===== src/rtl/cfg_pkg.sv =====
// System configuration shared by the stack pipeline and its engine interfaces.
package cfg_pkg;
   localparam int ENGS_N = 4;
endpackage


===== src/rtl/stk_pkg.sv =====
// Stack pipeline types: opcodes, response status and engine-interface FSM state.
package stk_pkg;
   localparam int DAT_W                 = 128;
   localparam int ENG_TIMEOUT_W_DEFAULT = 8;

   typedef enum logic [1:0] {
      OP_PUSH = 2'd0,
      OP_POP  = 2'd1,
      OP_PEEK = 2'd2,
      OP_CLR  = 2'd3
   } opcode_t;

   typedef enum logic [1:0] {
      ST_OK    = 2'd0,
      ST_EMPTY = 2'd1,
      ST_FULL  = 2'd2,
      ST_ERR   = 2'd3
   } status_t;

   typedef enum logic [3:0] {
      S_IDLE = 4'b0001,
      S_CMD  = 4'b0010,
      S_RSP  = 4'b0100,
      S_CPL  = 4'b1000
   } eng_if_state_t;
endpackage


===== src/rtl/stk_eng_if_tmr.sv =====
// Response-timeout counter: counts RSP cycles, flags when it reaches all-ones.
module stk_eng_if_tmr #(
   parameter int TIMEOUT_W = 8
) (
   input  logic clk,
   input  logic arst_n,
   input  logic clr,
   input  logic inc,
   output logic o_expired
);
   logic [TIMEOUT_W-1:0] cnt_q, cnt_d;

   always_comb begin
      cnt_d = cnt_q;
      if (clr)      cnt_d = '0;
      else if (inc) cnt_d = cnt_q + 1'b1;
   end

   always_ff @(posedge clk or negedge arst_n) begin
      if (!arst_n) cnt_q <= '0;
      else         cnt_q <= cnt_d;
   end

   assign o_expired = &cnt_q;
endmodule


===== src/rtl/stk_eng_if.sv =====
// Per-engine command initiator: one outstanding push/pop, held until ack, then
// waits for this engine's broadcast response (or a timeout) and completes once.
module stk_eng_if
   import stk_pkg::*;
#(
   parameter int ENG_ID    = 0,
   parameter int TIMEOUT_W = ENG_TIMEOUT_W_DEFAULT
) (
   input  logic                       clk,
   input  logic                       arst_n,
   input  logic                       i_req_vld,
   input  opcode_t                    i_req_opcode,
   input  logic [DAT_W-1:0]           i_req_dat,
   output logic                       o_req_rdy,
   output logic                       o_cpl_vld,
   output logic [DAT_W-1:0]           o_cpl_dat,
   output status_t                    o_cpl_status,
   output logic                       o_cpl_timeout,
   input  logic                       i_cpl_rdy,
   output logic                       o_cmd_vld,
   output opcode_t                    o_cmd_opcode,
   output logic [DAT_W-1:0]           o_cmd_dat,
   input  logic                       i_cmd_ack,
   input  logic [cfg_pkg::ENGS_N-1:0] i_rsp_vld,
   input  logic [DAT_W-1:0]           i_rsp_dat,
   input  status_t                    i_rsp_status,
   output logic                       o_stray_err
);
   eng_if_state_t    state_q, state_d;
   opcode_t          cmd_op_q, cmd_op_d;
   logic [DAT_W-1:0] cmd_dat_q, cmd_dat_d;
   logic [DAT_W-1:0] cpl_dat_q, cpl_dat_d;
   status_t          cpl_st_q, cpl_st_d;
   logic             cpl_to_q, cpl_to_d;
   logic             stray_q, stray_d;
   logic             tmr_clr, tmr_inc, tmr_expired;
   logic             rsp_hit;

   assign rsp_hit = i_rsp_vld[ENG_ID];

   stk_eng_if_tmr #(.TIMEOUT_W(TIMEOUT_W)) u_tmr (
      .clk       (clk),
      .arst_n    (arst_n),
      .clr       (tmr_clr),
      .inc       (tmr_inc),
      .o_expired (tmr_expired)
   );

   always_comb begin
      state_d   = state_q;
      cmd_op_d  = cmd_op_q;
      cmd_dat_d = cmd_dat_q;
      cpl_dat_d = cpl_dat_q;
      cpl_st_d  = cpl_st_q;
      cpl_to_d  = cpl_to_q;
      stray_d   = stray_q;
      tmr_clr   = 1'b0;
      tmr_inc   = 1'b0;
      case (state_q)
         S_IDLE: begin
            if (i_req_vld) begin
               cmd_op_d  = i_req_opcode;
               cmd_dat_d = i_req_dat;
               state_d   = S_CMD;
            end
            if (rsp_hit) stray_d = 1'b1;
         end
         S_CMD: begin
            if (i_cmd_ack) begin
               tmr_clr = 1'b1;
               // A zero-latency pipeline may answer in the ack cycle itself.
               if (rsp_hit) begin
                  cpl_dat_d = i_rsp_dat;
                  cpl_st_d  = i_rsp_status;
                  cpl_to_d  = 1'b0;
                  state_d   = S_CPL;
               end else begin
                  state_d = S_RSP;
               end
            end else if (rsp_hit) begin
               stray_d = 1'b1;
            end
         end
         S_RSP: begin
            if (rsp_hit) begin
               cpl_dat_d = i_rsp_dat;
               cpl_st_d  = i_rsp_status;
               cpl_to_d  = 1'b0;
               state_d   = S_CPL;
            end else if (tmr_expired) begin
               cpl_dat_d = '0;
               cpl_st_d  = ST_OK;
               cpl_to_d  = 1'b1;
               state_d   = S_CPL;
            end else begin
               tmr_inc = 1'b1;
            end
         end
         S_CPL: begin
            if (i_cpl_rdy) state_d = S_IDLE;
            if (rsp_hit)   stray_d = 1'b1;
         end
         default: state_d = S_IDLE;
      endcase
   end

   always_ff @(posedge clk or negedge arst_n) begin
      if (!arst_n) begin
         state_q  <= S_IDLE;
         cpl_to_q <= 1'b0;
         stray_q  <= 1'b0;
      end else begin
         state_q  <= state_d;
         cpl_to_q <= cpl_to_d;
         stray_q  <= stray_d;
      end
   end

   // Datapath registers are qualified by the valids, so they carry no reset.
   always_ff @(posedge clk) begin
      cmd_op_q  <= cmd_op_d;
      cmd_dat_q <= cmd_dat_d;
      cpl_dat_q <= cpl_dat_d;
      cpl_st_q  <= cpl_st_d;
   end

   assign o_req_rdy     = (state_q == S_IDLE);
   assign o_cmd_vld     = (state_q == S_CMD);
   assign o_cpl_vld     = (state_q == S_CPL);
   assign o_cmd_opcode  = cmd_op_q;
   assign o_cmd_dat     = cmd_dat_q;
   assign o_cpl_dat     = cpl_dat_q;
   assign o_cpl_status  = cpl_st_q;
   assign o_cpl_timeout = cpl_to_q;
   assign o_stray_err   = stray_q;
endmodule


===== config.mk =====
export PLATFORM = sky130hd
export DESIGN_NAME = stk_eng_if
export DESIGN_NICKNAME = d
export VERILOG_FILES = /design/src/rtl/cfg_pkg.sv /design/src/rtl/stk_pkg.sv /design/src/rtl/stk_eng_if_tmr.sv /design/src/rtl/stk_eng_if.sv
export SDC_FILE = /design/constraint.sdc
export NUM_CORES = 1
export LEC_CHECK = 0
export BUFFER_PORTS_ARGS = -buffer_cell sky130_fd_sc_hd__buf_2
export CAP_MARGIN = 20
export CORE_AREA = 3 3 208 210
export DETAILED_ROUTE_END_ITERATION = 7
export DIE_AREA = 0 0 211 213
export GPL_ROUTABILITY_DRIVEN = 1
export PLACE_DENSITY = 0.49
export SLEW_MARGIN = 20
export SYNTH_ARGS = -nofsm -noshare
export SYNTH_HDL_FRONTEND = slang
export SYNTH_SLANG_ARGS = --single-unit

===== constraint.sdc =====
create_clock -name clk -period 20.8 [get_ports clk]
set_input_delay 4.16 -clock clk [delete_from_list [all_inputs] [get_ports clk]]
set_output_delay 4.16 -clock clk [all_outputs]
set_load 0.02 [all_outputs]

==> results.cfg, run 1 <==
[power_and_ir_drop]
power.net_switching_mw = 0.4284
comb_power_share = 0.172
power_density_mw_per_mm2 = 110.6
p_int_mw = 1.098
swShare = 0.2807
ir_drop_mv = 0.05618
pwr-share-seq = 0.477
p_leak_nw = 5.625
total_power_mw = 1.526
clkPwrFrac = 0.351

[critical_path]
required_ns = 16.64
rr_startpoint = state_q[0]$_DFFE_PN1P_
critPathKind = flop to primary output
cp_cell_sequence = nor4b_1, buf_2
rr_endpoint = o_cmd_dat[51]$_DFFE_PP_
critical_path.slowest_cell = dfrtp_1
cp_top_family = flip-flops
critPathCaptureType = primary output
critPathArrivalTime_ns = 1.91
reg2reg_setup_slack_ns = 17.71
max_stage_delay_ns = 0.54
ff2ff_path_depth = 4
critPathLaunchType = flop
worstPathMaxFanout = 9
crit_buf_inv = 1

[synthesis]
synth_edf_count = 260
synth_top_family_by_area = simple AND/OR/NAND/NOR gates
synth_cells = 491
synth.distinct_cells = 37
synth_warnings = 0
synthArstFlopShare = 0.05109
syn_area_sq_mm = 0.009493
synthesis.nets = 761
synth.avg_cell_area_sq_um = 19.33
synthXorXnorAreaFrac = 0.0009226
synth_seq_cells = 274
seq_area_frac_synth = 0.8595
synthMuxAreaShare = 0.002109
yosys.area_share.simple = 0.1115
synth_compound_area_frac = 0.01437
synthAdderAreaFrac = 0.001318
synthFlopType = edfxtp_1

[global_route]
grt_pass1_vias = 6303
grt_max_degree = 99
track_usage = 0.1173
grt_pass1_wl_mm = 39.83
antenna_found_initial = 14
overflow = 0

[route]
drc = 0
dr.pass1.iters = 4
vias = 6335
initialDrtViolationCount = 387
wl_per_cell_um = 17.87
vias_per_cell = 3.940
wl_mm = 28.74
ant_nets = 0

[timing]
holdWs_ns = 0.4737
setup_viol = 0
fin_skew_ns = 0.02509
relSlewSlack = 0.3163
fmax_mhz = 164.8
hold_viol = 0
fin_crit_sh = 0.2918
finalCriticalPeriod_ns = 6.069
tightest_slew_ns = 1.026
rsz0062_at_grt = no
report.final.slew_viol_count = 0
fin_tns_setup_ns = 0

[hold_path]
min_from = o_stray_err$_DFFE_PN0P_
hold_depth = 1
hold_path_class = flop to flop
min_to = o_stray_err$_DFFE_PN0P_

[finish]
final_cell_mix = buf_2, edfxtp_1, and2_1, clkbuf_16, dfrtp_1
final_common_cell = buf_2
layout-drive-gt1-share = 0.5470
syn2layout_area_growth_pct = 45.39
nets = 1311

[clocking]
clkTransAtPathRegs_ns = 0.07
cts_resized = 0
htree_levels = 1
clock-sinks = 274
tritoncts = done
clk_latency_ns = 0.58
cts-root-buf = clkbuf_16
cts_hold_buf = 0
post_cts_buffers = 0
clk_path_buf_depth = 3
cts_buffers = 30

[placed_design]
hpwl_mm = 21.43
port_buffers = 530
place_congestion = 0.7397

[floorplan]
die_x_um = 211
initial_core_util = 0.2273
pin_count = 534
rows = 75
fp.dieH_um = 213
die-area_sq_mm = 0.04494
core-area_sq_mm = 0.04176

[flow_run]
max_cap_viol_count = 0

[run_status]
status = complete, no violations
[flip-flops by register name (all words and copies together) (netlist names)]
| signal | cells |
|---|---|
| o_cpl_dat | 128 |
| state_q | 4 |
| u_tmr.cnt_q | 8 |
| o_cmd_dat | 128 |
| o_stray_err | 1 |
| o_cpl_timeout | 1 |
| o_cmd_opcode | 2 |
| o_cpl_status | 2 |
[metal layers]
metal	track usage	vias to the layer above	share of wire
li1	-	2915	-
met1	0.1245	3026	0.36
met2	0.2088	312	0.51
met3	0.05275	64	0.099
met4	0.03788	18	0.029
met5	0	-	0.0042
[synthesized netlist by cell type, types with 2 or more instances]
cell      number  area share
a21o_1         2      0.0016
a21oi_1        3      0.0016
a31oi_1        2      0.0013
and2_1       131       0.086
and3_1         3      0.0020
buf_2          3      0.0016
clkbuf_1      14      0.0055
dfrtp_1       13       0.034
edfxtp_1     260        0.82
inv_1          8      0.0032
mux2i_1        2      0.0021
nand2_1        8      0.0032
nand3_1        2      0.0011
nand4_1        2      0.0013
nor2_1         5      0.0020
nor3_1         3      0.0016
nor4_1         2      0.0013
nor4b_1        2      0.0018
nor4b_2        2      0.0032
o21ai_0        6      0.0032
or3_1          2      0.0013
[logic make-up after synthesis]
kind of cell    after synthesis
compound gates               19
xor+xnor                      1
mux                           2
simple gates                169
flops                       274
fa+ha+maj                     1
buf+inv                      25
[per-stage QoR]
step	area (sq um)	setup slack (ns)	instances	util
2_1_floorplan	9493	1.556	491	-
3_3_place_gp	12800	14.25	1548	0.3066
3_5_place_dp	12800	14.23	1548	0.3066
4_1_cts	13790	14.65	1603	0.3302
5_1_grt	13790	14.59	1604	0.3303
6_report	13800	14.73	1608	0.3305
[layout make-up]
| type | count | area, sq um |
|---|---|---|
| multi-input combinational | 192 | 1249 |
| tap | 539 | 674.4 |
| fill | 4187 | 27960 |
| sequential | 274 | 8159 |
| timing repair buffer | 535 | 2690 |
| clock buffer | 38 | 780.7 |
| antenna | 5 | 12.51 |
| inverter | 8 | 32.53 |
| clock inverter | 17 | 203.9 |
[worst reg2reg max path, cell delays in order (launching register included)]
cell and delay (ns):
dfstp_2 0.62, nor4b_1 0.43, nand2_1 0.18, inv_4 0.52, buf_4 0.87
[power by group through the flow]
stage	clock network [mW]	logic (mW)	registers [mW]
after global routing	0.578	0.281	0.736
after CTS	0.559	0.268	0.729
after global placement	0	0.268	0.738
final	0.536	0.262	0.728
after floorplan	0	0.0594	0.844
after detailed placement	0	0.268	0.740
[worst max path at each step]
| stage | startpoint | to | slack (ns) | cells after the start |
|---|---|---|---|---|
| 3_3_place_gp | i_rsp_vld[0] | o_cpl_dat[23]$_DFFE_PP_ | 14.25 | 5 |
| 4_1_cts | state_q[0]$_DFFE_PN1P_ | o_req_rdy | 14.65 | 2 |
| 6_report | state_q[3]$_DFFE_PN0P_ | o_cpl_vld | 14.73 | 2 |
| 2_1_floorplan | i_rsp_vld[0] | o_cpl_dat[0]$_DFFE_PP_ | 1.56 | 2 |
| 5_1_grt | state_q[0]$_DFFE_PN1P_ | o_req_rdy | 14.59 | 2 |
| 3_5_place_dp | i_rsp_vld[0] | o_cpl_dat[1]$_DFFE_PP_ | 14.23 | 5 |
(Power assumes the default switching activity.)
==> inputs of run 2 (changes only) <==
CORE_AREA = 3 3 206 208   (was 3 3 208 210)
DIE_AREA = 0 0 209 211   (was 0 0 211 213)
PLACE_DENSITY = 0.51   (was 0.49)
clock period = 5.25 ns   (was 20.8 ns; I/O delays follow)
==> run 2 against run 1 <==
Core utilization rose by 0.90 points. Global-route usage rose by 0.16 points. Hold slack got worse by 0.097 ns. Worst setup slack got worse by 13 ns. Final cell count fell by 0.44%. Combinational power rose to 4.0 times the previous value. Sequential power rose to 4.0 times the previous value. Flip-flop and latch count did not move. Register-to-register slack got worse by 15 ns. Cell area rose by 0.21%. Clock skew fell by 0.012 ns. Highest routed layer unchanged.
==> results.cfg, run 2 (synthesis results as in run 1) <==
[critical_path]
worstPathMaxFanout = 7
max_stage_delay_ns = 0.63
cp_top_family = flip-flops
cp_cell_sequence = nor4b_1, buf_2
critPathArrivalTime_ns = 2.02
critPathLaunchType = flop
critical_path.slowest_cell = dfstp_2
critPathCaptureType = primary output
required_ns = 4.20
critPathKind = flop to primary output
crit_buf_inv = 1

[power_and_ir_drop]
swShare = 0.2839
p_int_mw = 4.296
p_leak_nw = 5.643
pwr-share-seq = 0.481
clkPwrFrac = 0.342
ir_drop_mv = 0.2432
total_power_mw = 6.000
power_density_mw_per_mm2 = 433.8
power.net_switching_mw = 1.704
comb_power_share = 0.176

[timing]
fin_skew_ns = 0.01358
hold_viol = 0
report.final.slew_viol_count = 0
tightest_slew_ns = 0.8203
finalCriticalPeriod_ns = 3.068
fin_crit_sh = 0.5843
rsz0062_at_grt = no
fmax_mhz = 326.0
relSlewSlack = 0.4531
setup_viol = 0

[finish]
final_cell_mix = buf_2, edfxtp_1, and2_1, clkbuf_16, dfrtp_1
fillerInstances = 4066
syn2layout_area_growth_pct = 45.70
final_util = 0.3395
nets = 1313
final_common_cell = buf_2
layout-drive-gt1-share = 0.5520

[clocking]
clk_latency_ns = 0.57
cts_buffers = 31
clkTransAtPathRegs_ns = 0.06
tritoncts = done
htree_levels = 1
cts_hold_buf = 0
clock-sinks = 274
post_cts_buffers = 0
cts_resized = 0
clk_path_buf_depth = 3
cts-root-buf = clkbuf_16

[route]
initialDrtViolationCount = 293
dr.pass1.iters = 4
ant_nets = 0
wl_per_cell_um = 17.70
drc = 0
vias_per_cell = 3.946
vias = 6318
wl_mm = 28.34

[hold_path]
hold_path_class = input port to async pin

[floorplan]
fp.dieH_um = 211
pin_count = 534
initial_core_util = 0.2330
die-area_sq_mm = 0.04410
die_x_um = 209
core-area_sq_mm = 0.04074
rows = 74

[placed_design]
hpwl_mm = 21.60
place_congestion = 0.7504
port_buffers = 530

[global_route]
overflow = 0
grt_pass1_wl_mm = 40.08
grt_max_degree = 90
track_usage = 0.1189
grt_pass1_vias = 6384
antenna_found_initial = 11

[flow_run]
max_cap_viol_count = 0

[run_status]
status = complete, no violations
-- run 2: power by group through the flow --
stage | clock [mW] | combinational, mW | sequential (mW)
after floorplan | 0 | 0.237 | 3.32
after global placement | 0 | 1.09 | 2.92
after detailed placement | 0 | 1.09 | 2.93
after CTS | 2.15 | 1.09 | 2.89
after global routing | 2.22 | 1.13 | 2.92
final | 2.05 | 1.06 | 2.89
-- run 2: final cells by class --
type | instances | area (sq um) | area share
Antenna cell | 2 | 5.005 | 0.0003619
Multi-Input combinational cell | 192 | 1261 | 0.09119
Sequential cell | 274 | 8159 | 0.5899
Clock buffer | 38 | 802.0 | 0.05799
Inverter | 8 | 32.53 | 0.002352
Timing Repair Buffer | 536 | 2743 | 0.1983
Tap cell | 532 | 665.6 | 0.04813
Clock inverter | 19 | 162.7 | 0.01176
-- run 2: metal layers --
| layer | global-route usage | routed length (um) |
|---|---|---|
| met5 | 0 | 128 |
| met4 | 0.03788 | 914 |
| met3 | 0.05079 | 2861 |
| met2 | 0.2108 | 14420 |
| met1 | 0.1289 | 10020 |
-- run 2: worst register-to-register path: cells and delay by family (launching register included) --
kind | cells | cell delay [ns]
and+or+nand+nor | 2 | 0.69
buffers and inverters | 2 | 0.94
DFF | 1 | 0.63
-- run 2: worst paths after layout --
kind,startpoint,to,slack [ns],depth (start not counted)
min in group clk,o_stray_err$_DFFE_PN0P_,o_stray_err$_DFFE_PN0P_,0.47,1
max reg2reg,state_q[0]$_DFFE_PN1P_,o_cmd_dat[93]$_DFFE_PP_,2.55,4
max,state_q[0]$_DFFE_PN1P_,o_req_rdy,2.18,2
min reg2reg,o_stray_err$_DFFE_PN0P_,o_stray_err$_DFFE_PN0P_,0.47,1
max in group asynchronous,arst_n,state_q[0]$_DFFE_PN1P_,4.57,1
min,arst_n,o_stray_err$_DFFE_PN0P_,0.38,1
-- run 2: metrics by stage --
step | setup slack, ns | setup TNS (ns) | std cells | hold slack (ns) | area [sq um]
2_1_floorplan | -0.8342 | -108.91 | 491 | 0.5183 | 9510
3_3_place_gp | 2.215 | 0 | 1541 | 0.4554 | 12830
3_5_place_dp | 2.218 | 0 | 1542 | 0.4605 | 12860
4_1_cts | 2.021 | 0 | 1599 | 0.3381 | 13830
5_1_grt | 2.007 | 0 | 1601 | 0.3687 | 13830
6_report | 2.183 | 0 | 1601 | 0.3764 | 13830
==> inputs of run 3 (changes only) <==
clock period = 2.5 ns   (was 5.25 ns; I/O delays follow)
==> run 3 against run 2 <==
Sequential share of layout area fell by 0.89 points. Clock power rose by 120%. Hold slack got worse by 0.28 ns. Core utilization rose by 0.53 points. Die area did not move. First-iteration DRC count rose by 8.2%. Power rose by 120%. Register-to-register slack got worse by 2.3 ns. Critical path depth did not move.
==> results.cfg, run 3 (synthesis results as in run 1) <==
[finish]
layout-drive-gt1-share = 0.5637
ff_latch_area_sq_mm = 0.008160
final_util = 0.3447
fillerInstances = 4047
final_cell_mix = buf_2, edfxtp_1, and2_1, clkbuf_16, dfrtp_1
syn2layout_area_growth_pct = 47.95
multi_input_area_sq_mm = 0.001287
instances_no_fill = 1608
fin_area_sq_mm = 0.01404
nets = 1320
final_common_cell = buf_2

[flow_run]
max_cap_viol_count = 0

[global_route]
grt_pass1_wl_mm = 40.50
track_usage = 0.1201
grt_pass1_vias = 6600
antenna_found_initial = 8
overflow = 0
grt_max_degree = 96

[clocking]
htree_levels = 1
clock-sinks = 274
clkTransAtPathRegs_ns = 0.06
tritoncts = done
clk_path_buf_depth = 3
post_cts_buffers = 0
cts-root-buf = clkbuf_16
clk_latency_ns = 0.57
cts_buffers = 31

[route]
ant_nets = 0
vias = 6384
initialDrtViolationCount = 317
drc = 0
wl_per_cell_um = 17.69
dr.pass1.iters = 4
vias_per_cell = 3.970
wl_mm = 28.45

[critical_path]
critPathArrivalTime_ns = 1.86
rr_startpoint = state_q[2]$_DFFE_PN0P_
ff2ff_path_depth = 5
critPathLaunchType = flop
required_ns = 2.00
critPathKind = flop to primary output
reg2reg_setup_slack_ns = 0.30
worstPathMaxFanout = 9
rr_endpoint = o_cpl_dat[11]$_DFFE_PP_
critPathCaptureType = primary output

[placed_design]
place_area_sq_mm = 0.01300
placed_cells = 1548
place_congestion = 0.7485
hpwl_mm = 21.73
port_buffers = 530
place_ws_ns = 0.3183

[hold_path]
hold_depth = 1
min_to = o_cmd_dat[98]$_DFFE_PP_
min_from = i_req_dat[98]
hold_path_class = input port to flop

[timing]
rsz0062_at_grt = no
fin_skew_ns = 0.02180
report.final.slew_viol_count = 0
relSlewSlack = 0.6450
tightest_slew_ns = 0.5311
fin_crit_sh = 0.9456
finalCriticalPeriod_ns = 2.364
setup_viol = 0
hold_viol = 0
layout_setup_ws_ns = 0.1360
fmax_mhz = 423.0

[floorplan]
pin_count = 534
die-area_sq_mm = 0.04410
fp.dieH_um = 211
rows = 74
die_x_um = 209
initial_core_util = 0.2330
core-area_sq_mm = 0.04074

[power_and_ir_drop]
ir_drop_mv = 0.5010
p_leak_nw = 5.742
total_power_mw = 12.96
power_density_mw_per_mm2 = 922.5

[run_status]
status = complete, no violations
==> run 3: cell types whose count changed in the layout (fill, tap and decap cells not counted), sizes merged, moves of 2 or more <==
cell,change
clkinv,+7
bufinv,+2
inv,-2
buf,+6
clkinvlp,-2
clkbuf,-4
==> run 3: power breakdown <==
part | total [mW] | internal [mW] | switching [mW] | leakage [nW]
registers | 6.06 | 5.86 | 0.202 | 2.57
logic | 2.34 | 0.775 | 1.56 | 2.66
clock network | 4.56 | 2.69 | 1.87 | 0.511
==> run 3: cell type report <==
| type | count | share of cell area |
|---|---|---|
| sequential | 274 | 0.5810 |
| clock buffer | 34 | 0.05604 |
| inverter | 8 | 0.002405 |
| timing repair buffer | 543 | 0.2040 |
| tap | 532 | 0.04739 |
| antenna | 1 | 0.0001782 |
| clock inverter | 24 | 0.01728 |
| multi-input combinational | 192 | 0.09167 |
==> run 3: worst max-delay path: stages (launching register included) <==
cell and delay, ns:
dfrtp_1 0.54, nor4b_2 0.47, buf_2 0.29
==> run 3: how the worst max path moves through the flow <==
stage / startpoint / to / slack (ns) / depth (start not counted)
after CTS: state_q[1]$_DFFE_PN0P_ / o_cpl_vld / 0.06 / 2
final: state_q[1]$_DFFE_PN0P_ / o_cmd_vld / 0.14 / 2
after detailed placement: i_rsp_vld[0] / o_cpl_dat[47]$_DFFE_PP_ / 0.32 / 4
after global routing: state_q[1]$_DFFE_PN0P_ / o_cmd_vld / 0.007 / 2
after floorplan: u_tmr.cnt_q[0]$_DFFE_PN0P_ / o_cpl_dat[0]$_DFFE_PP_ / -3.21 / 4
after global placement: i_rsp_vld[0] / o_cpl_dat[47]$_DFFE_PP_ / 0.34 / 4
==> run 3: per-layer routing <==
layer	vias to the layer above	global-route usage	part of all wire	wire, um
met5	-	0	0.0034	98
met4	14	0.04203	0.033	947
met3	74	0.04530	0.099	2812
met2	348	0.2146	0.51	14530
met1	3016	0.1312	0.35	10060
li1	2932	-	-	-
==> run 3: stage by stage <==
step                      TNS [ns]  hold WS [ns]
after CTS                        0       0.05720
final                            0        0.1012
after global placement           0        0.4256
after detailed placement         0        0.4225
after global routing             0       0.06710
after floorplan            -485.00        0.2044
==> run 3: timing repair <==
item / 4_1_cts / 5_1_grt
gates resized for setup: 0 / 1
hold buffers: 1 / 0
hold endpoints to repair: 13 / 0
endpoints found under the setup margin: 0 / 1
